===== config.mk =====
export PLATFORM = sky130hd
export DESIGN_NAME = fetch_unit
export DESIGN_NICKNAME = d
export VERILOG_FILES = /design/src/rtl/fetch_unit_pkg.sv /design/src/rtl/fetch_unit_queue.sv /design/src/rtl/fetch_unit.sv
export SDC_FILE = /design/constraint.sdc
export NUM_CORES = 1
export LEC_CHECK = 0
export CORE_MARGIN = 2
export CORE_UTILIZATION = 56
export CTS_BUF_LIST = sky130_fd_sc_hd__clkbuf_4 sky130_fd_sc_hd__clkbuf_8
export CTS_CLUSTER_SIZE = 30
export DETAILED_ROUTE_END_ITERATION = 6
export GPL_TIMING_DRIVEN = 0
export PLACE_DENSITY = 0.95
export SLEW_MARGIN = 20
export SYNTH_ARGS = -nofsm -noshare
export SYNTH_HDL_FRONTEND = slang
export SYNTH_SLANG_ARGS = --single-unit

===== constraint.sdc =====
create_clock -name clk_i -period 6.5 [get_ports clk_i]
set_input_delay 1.3 -clock clk_i [delete_from_list [all_inputs] [get_ports clk_i]]
set_output_delay 1.3 -clock clk_i [all_outputs]
set_load 0.01 [all_outputs]

===== src/rtl/fetch_unit_pkg.sv =====
// Shared definitions for the instruction fetch stage.
//   XLEN          : machine word width used by fetch entries
//   NOP           : ADDI x0,x0,0, presented to decode when no instruction is buffered
//   fetch_state_t : fetch FSM states (IDLE / WAIT / DISCARD)
//   fetch_entry_t : one buffered instruction with its PC
package fetch_unit_pkg;

    localparam int XLEN = 32;

    localparam logic [XLEN-1:0] NOP = 32'h0000_0013;

    typedef enum logic [1:0] {
        IDLE    = 2'd0,  // nothing outstanding
        WAIT    = 2'd1,  // one request outstanding
        DISCARD = 2'd2   // outstanding response belongs to a flushed path
    } fetch_state_t;

    typedef struct packed {
        logic [XLEN-1:0] pc;
        logic [XLEN-1:0] instr;
    } fetch_entry_t;

endpackage


===== src/rtl/fetch_unit_queue.sv =====
// Small synchronous FIFO of fetch entries.
//   clk, rst_n  : clock, asynchronous active-low reset
//   push        : write push_entry (taken when not full, or full with a pop)
//   push_entry  : entry to write
//   pop         : drop head entry (ignored when empty)
//   flush       : empty the queue; overrides push and pop
//   head        : entry at the head (meaningful only when !empty)
//   count       : number of buffered entries
//   empty, full : occupancy flags
module fetch_queue
    import fetch_unit_pkg::*;
#(
    parameter int DEPTH = 2,
    parameter int CW    = $clog2(DEPTH) + 1
) (
    input  logic              clk,
    input  logic              rst_n,
    input  logic              push,
    input  fetch_entry_t      push_entry,
    input  logic              pop,
    input  logic              flush,
    output fetch_entry_t      head,
    output logic [CW-1:0]     count,
    output logic              empty,
    output logic              full
);

    localparam int AW = $clog2(DEPTH);

    fetch_entry_t  mem [DEPTH];
    logic [AW-1:0] wr_ptr;
    logic [AW-1:0] rd_ptr;
    logic          do_push;
    logic          do_pop;

    assign empty   = (count == '0);
    assign full    = (count == CW'(DEPTH));
    assign do_pop  = pop && !empty;
    // A full queue can still accept a word when the head leaves in the same cycle.
    assign do_push = push && (!full || do_pop);
    assign head    = mem[rd_ptr];

    always_ff @(posedge clk or negedge rst_n) begin
        if (!rst_n) begin
            wr_ptr <= '0;
            rd_ptr <= '0;
            count  <= '0;
        end else if (flush) begin
            wr_ptr <= '0;
            rd_ptr <= '0;
            count  <= '0;
        end else begin
            // Pointers wrap naturally because DEPTH is a power of two.
            if (do_push) wr_ptr <= wr_ptr + 1'b1;
            if (do_pop)  rd_ptr <= rd_ptr + 1'b1;
            count <= count + CW'(do_push) - CW'(do_pop);
        end
    end

    // Storage needs no reset: head is only looked at when the queue is non-empty.
    always_ff @(posedge clk) begin
        if (do_push && !flush) mem[wr_ptr] <= push_entry;
    end

endmodule


===== src/rtl/fetch_unit.sv =====
// Instruction fetch stage: keeps the fetch PC, issues word reads to
// instruction memory with at most one request in flight, buffers returned
// words with their PCs and presents one instruction per cycle to decode.
// Redirects from execute flush buffered and in-flight instructions.
//
// Handshake: decode takes the instruction on instr_o/pc_o in every cycle
// where valid_o && ready_i; valid_o never depends on ready_i. Memory
// requests (imem_req_o) are always accepted and each is answered by exactly
// one imem_rvalid_i pulse at least one cycle later.
//
// Ports:
//   clk_i, rst_ni             clock, asynchronous active-low reset
//   imem_req_o, imem_addr_o   read request and word-aligned address
//   imem_rvalid_i, imem_rdata_i  read response
//   redirect_i, redirect_pc_i taken branch/jump and its target
//   valid_o, ready_i          decode handshake
//   instr_o, pc_o, pc_plus4_o instruction, its PC and PC+4
//   dbg_state_o               current fetch FSM state
module fetch_unit
    import fetch_unit_pkg::*;
#(
    parameter int                    DATA_WIDTH  = 32,
    parameter logic [DATA_WIDTH-1:0] RESET_PC    = 32'h0000_0000,
    parameter int                    QUEUE_DEPTH = 2
) (
    input  logic                  clk_i,
    input  logic                  rst_ni,
    output logic                  imem_req_o,
    output logic [DATA_WIDTH-1:0] imem_addr_o,
    input  logic                  imem_rvalid_i,
    input  logic [DATA_WIDTH-1:0] imem_rdata_i,
    input  logic                  redirect_i,
    input  logic [DATA_WIDTH-1:0] redirect_pc_i,
    output logic                  valid_o,
    input  logic                  ready_i,
    output logic [DATA_WIDTH-1:0] instr_o,
    output logic [DATA_WIDTH-1:0] pc_o,
    output logic [DATA_WIDTH-1:0] pc_plus4_o,
    output fetch_state_t          dbg_state_o
);

    localparam int CW = $clog2(QUEUE_DEPTH) + 1;
    localparam logic [DATA_WIDTH-1:0] ALIGN_MASK = ~DATA_WIDTH'(3);

    fetch_state_t          state, state_next;
    logic [DATA_WIDTH-1:0] fetch_pc, fetch_pc_next;
    logic [DATA_WIDTH-1:0] req_pc, req_pc_next;
    logic                  req;
    logic                  flush;
    logic                  push;
    logic                  pop;
    logic                  allowed;
    logic [CW-1:0]         count;
    logic [CW-1:0]         occ_next;
    logic                  queue_empty;
    logic                  queue_full;
    fetch_entry_t          head;
    fetch_entry_t          push_entry;

    assign pop  = !queue_empty && ready_i;
    assign push = (state == WAIT) && imem_rvalid_i && !redirect_i;

    // Credit check: the queue must have room for the response of any request
    // issued now, after this cycle's pop and push have taken effect.
    assign occ_next = count - CW'(pop) + CW'(push);
    assign allowed  = (occ_next < CW'(QUEUE_DEPTH)) && !redirect_i;

    assign push_entry = '{pc: req_pc, instr: imem_rdata_i};

    always_ff @(posedge clk_i or negedge rst_ni) begin
        if (!rst_ni) begin
            state    <= IDLE;
            fetch_pc <= RESET_PC & ALIGN_MASK;
            req_pc   <= '0;
        end else begin
            state    <= state_next;
            fetch_pc <= fetch_pc_next;
            req_pc   <= req_pc_next;
        end
    end

    always_comb begin
        state_next    = state;
        fetch_pc_next = fetch_pc;
        req_pc_next   = req_pc;
        req           = 1'b0;
        flush         = 1'b0;
        if (redirect_i) begin
            flush         = 1'b1;
            fetch_pc_next = redirect_pc_i & ALIGN_MASK;
            // A request still in flight must have its response thrown away.
            if ((state == WAIT && !imem_rvalid_i) || state == DISCARD) begin
                state_next = DISCARD;
            end else begin
                state_next = IDLE;
            end
        end else begin
            case (state)
                IDLE: begin
                    // imem_rvalid_i here is a protocol error and is ignored.
                    if (allowed) begin
                        req        = 1'b1;
                        state_next = WAIT;
                    end
                end
                WAIT: begin
                    if (imem_rvalid_i) begin
                        if (allowed) req = 1'b1;
                        else         state_next = IDLE;
                    end
                end
                DISCARD: begin
                    if (imem_rvalid_i) state_next = IDLE;
                end
                default: state_next = IDLE;
            endcase
            if (req) begin
                req_pc_next   = fetch_pc;
                fetch_pc_next = fetch_pc + DATA_WIDTH'(4);
            end
        end
    end

    fetch_queue #(
        .DEPTH (QUEUE_DEPTH)
    ) u_queue (
        .clk        (clk_i),
        .rst_n      (rst_ni),
        .push       (push),
        .push_entry (push_entry),
        .pop        (pop),
        .flush      (flush),
        .head       (head),
        .count      (count),
        .empty      (queue_empty),
        .full       (queue_full)
    );

    // The credit scheme must never present a word to a queue with no room.
    assert property (@(posedge clk_i) disable iff (!rst_ni)
                     push |-> (!queue_full || pop));

    // Gated with reset so no request escapes while the core is held in reset.
    assign imem_req_o  = req && rst_ni;
    assign imem_addr_o = fetch_pc;
    assign valid_o     = !queue_empty;
    assign instr_o     = queue_empty ? NOP : head.instr;
    assign pc_o        = queue_empty ? '0  : head.pc;
    assign pc_plus4_o  = pc_o + DATA_WIDTH'(4);
    assign dbg_state_o = state;

endmodule


==> impl_summary.md <==
Placed design
The post-detailed-placement half-perimeter wirelength is 16300 um. Buffers placed on the I/O ports in this run total 191. The cell area after placement is 11000 um^2.

Timing analysis after detailed placement gives a worst setup slack of 750 ps. At the end of routability-driven placement, the weighted congestion stood at 0.914. In this run, placement finished with an instance count of 1133.

Outcome
The run finished with clean final reports.

Logic synthesis
After synthesis, the share of flip-flops with an asynchronous set or reset is 34.7%. The flop and latch count out of synthesis is 190. The largest area contributor in the synthesized netlist is edfxtp_1. The mapped netlist covers 8690 um^2. By area the synthesized netlist is led by edfxtp_1 (43%), dfrtp_1 (19%), mux2i_1 (7.5%).

Synthesis produced a netlist whose cell count is 744. Yosys printed 0 warnings. Among all flip-flop cells after synthesis, the most frequent one is edfxtp_1.

The count of flip-flops with a built-in enable after synthesis is 124. The synthesized area divided by synthesized cell count is 11.7 um^2. The portion of synthesized cell area occupied by the leading cell type is 42.9%. Synthesis instantiated 56 different standard cells from the library. The sequential-to-total area share from yosys stat is 61.9%.

Power
For this design the total switching power over the nets is 1.56 mW. The sequential cell fraction of total power is 39.2%. For this design the ratio of total power to cell area is 379 nW/um^2. The fraction of power consumed by the clock network is 19.6%.

Net switching is 36.0% of the power. The total power is 4.34 mW. The share of total power dissipated in combinational logic is 41.2%. Internal power comes to 2.78 mW. VDD sags by at most 0.189 mV. The leakage power figure is 4.27 nW.

Floorplan
The floorplan step set the die height to 129 um. The cell row count is 45. The starting utilization of the core area is 57.2%.

The total die area is 16500 um^2. The number of top-level design ports is 201. The total area inside the core boundary comes to 15200 um^2. Measured along the x axis, the die boundary spans 129 um.

Timing
At the pin with the least slew margin, the transition time is 731 ps. The final critical path time including I/O delays and setup is 6100 ps. The count of pins over their slew limit is 0. The total setup violations reported at the end of the flow is 0. The worst hold slack across all endpoints is 482 ps. The hold violation total from the final report is 0. The total negative setup slack is 0 ps. The final critical-path share of the clock period is 93.9%. Setup repair after global routing left no endpoint under its margin. Setup slack on the critical path of the routed design comes to 397 ps. Across the routed clock network, the largest skew measured is 12.9 ps.

In this run the tightest slew margin relative to its limit is 50.8%. Timing would allow up to 164 MHz.

Critical path
The destination of the worst register-to-register timing path is req_pc[11]. The critical path is of the reg -> out type. STA puts the critical path data required time at 5200 ps. The slowest stage of the critical path belongs to the cell clkdlybuf4s50_1.

For the worst setup path, the data arrival time is 4800 ps. The maximum cell stage delay along the critical path is 560 ps. The signal on the critical path passes through nor2_2, buf_2, buf_2, inv_1, and2_1, ha_1, xor2_2, nand4_1, a21oi_2, clkbuf_1, and2_1, clkdlybuf4s50_1. The critical path buffer and inverter count is 5. The number of cells traversed by the worst register-to-register path is 15. The kind of cell with the highest combined delay on the critical path is buffers and inverters. The worst reg-to-reg setup slack is 2240 ps.

In this run the worst path has a maximum fanout of 10. The startpoint of the worst register-to-register path is u_queue.count[1]. The worst setup path is captured at a primary output. The kind of start point of the critical path is a flip-flop.

CTS
TritonCTS created 17 clock buffers. The clock latency at the later pin of the worst-skew pair is 470 ps. In this run, post-CTS repair resized a total of 0 instances. The clock passes through at most 2 buffers.

The number of H-tree branching levels is 4. The count of clock tree sinks is 190. The total setup buffers inserted after CTS is 0. The root buffer selected by CTS is clkbuf_8. The TritonCTS clock tree is yes.

Clock-pin slew was measured on the worst setup and hold paths at 90 ps. The hold buffer count at cts is 0.

Final layout
The multi-input combinational cell area is 3080 um^2. The library cell used most frequently in the layout, excluding fill and tap cells, is clkdlybuf4s50_1. The finished cells cover 11400 um^2. The net count of the finished layout is 1038. At the end of the flow the core is filled with cells to 75.3%. In the final layout, flip-flops and latches occupy 5380 um^2.

The top cell types in the final layout, fill and taps aside, are clkdlybuf4s50_1 (190), nand2_1 (134), edfxtp_1 (124). The finished layout holds 1165 standard cells, fillers aside. The number of inserted filler cells in the final layout is 942. The area growth from synthesis to layout is 31.8%. 0 antenna diodes ended up in the layout. The fraction of layout instances using a drive strength above 1 is 7.57%.

Worst hold path
The hold path startpoint is req_pc[13]. The worst hold endpoint is u_queue.mem[1][45]. The type of the worst min-delay path is reg -> reg.

The worst hold path was traced through 0 stages.

Global route
After global routing the overflow that remains totals 0. The via count of the first global-routing pass is 6791. The first global-routing pass estimated 35300 um of wire. The largest net degree at the start of global routing is 55. The initial antenna violation count was 0. Across every metal layer, demand over resource in global routing totals 28.1%.

Routing
The wire length after detailed routing is 22600 um. In this run, the number of DRC markers left after iteration 0 of detailed routing was 703. After detailed routing, the average wire length per cell comes to 19.4 um.

In the routed design, unresolved DRC markers number 0. Across all layers, the routed design uses 6893 vias. The detailed-routing iteration count for the pre-antenna-repair pass is 5.

Using the TritonRoute via totals, the vias-per-cell ratio works out to 5.92. The residual antenna-violating net count after detailed routing is 0.

Flow run
The tool flagged a number of max-cap violations equal to 0.
[synthesized netlist by cell type, types with 7 or more instances]
cell type and count:
mux2i_1 65, nand3_1 27, nor2_1 78, nor3_1 14, inv_1 15, nand4_1 16
buf_2 14, o311ai_0 13, buf_4 9, dfrtp_1 66, edfxtp_1 124, o21ai_0 15
xnor2_1 13, xor2_1 25, nand2_1 134, clkbuf_1 16, nand3b_1 7
[kinds of logic (layout without fill, tap and decap cells)]
family / Yosys count / in the layout / share of synthesized area (%)
DFF: 190 / 190 / 61.9
adders and majority gates: 5 / 5 / 0.720
muxes: 66 / 66 / 7.62
xor gates and xnor gates: 39 / 39 / 4.02
buffers and inverters: 56 / 284 / 3.10
AOI/OAI and AO/OA: 72 / 72 / 6.26
and+or+nand+nor: 315 / 315 / 16.4
other: 1 / 6 / 0.0432
[metal layers]
layer	vias to the layer above	track usage [%]	part of all wire, %
met3	61	5.95	9.2
met2	463	47.9	51
met1	3250	35.6	38
met5	-	0	0
li1	3119	-	-
met4	0	10.7	2.5
[flip-flops by register name, summed over array words and instances, names as in the netlist]
register        count
u_queue.wr_ptr      1
u_queue.count       2
imem_addr_o        30
u_queue.rd_ptr      1
u_queue.mem       124
req_pc             30
dbg_state_o         2
[power by group through the flow]
stage / registers (mW) / clock network [mW] / logic [mW]
floorplan: 1.67 / 0 / 0.941
global placement: 1.71 / 0 / 1.69
detailed placement: 1.72 / 0 / 1.77
CTS: 1.70 / 0.855 / 1.79
global route: 1.72 / 0.905 / 1.93
finish: 1.70 / 0.852 / 1.79
[worst max-delay path by stage]
stage	start	to	slack, ps	cells after the start
floorplan	redirect_i	u_queue.mem[0][0]	1580	4
global placement	redirect_i	u_queue.mem[0][12]	5	4
detailed placement	u_queue.count[1]	imem_req_o	750	12
CTS	u_queue.count[1]	imem_req_o	200	12
global route	u_queue.count[1]	imem_req_o	110	12
finish	u_queue.count[1]	imem_req_o	400	12
[final cells by class]
| class | count | share of cell area (%) |
|---|---|---|
| flip-flops and latches | 190 | 46.9 |
| multi-input cells | 503 | 26.9 |
| repair buffers | 196 | 17.9 |
| clock buffers | 20 | 2.29 |
| well taps | 188 | 2.05 |
| plain buffers | 41 | 1.86 |
| clock inverters | 12 | 1.62 |
| inverters | 15 | 0.492 |
[worst register-to-register path, delay by kind of cell (launching register included)]
kind | cells | cell delay [ps]
flip-flops | 1 | 470
AND/OR/NAND/NOR | 5 | 1070
AO/OA/AOI/OAI | 1 | 410
buffers and inverters | 7 | 1850
XOR/XNOR | 1 | 190
adder cells (fa/ha/maj) | 1 | 210
No activity file was read; power rests on OpenSTA's default activity.
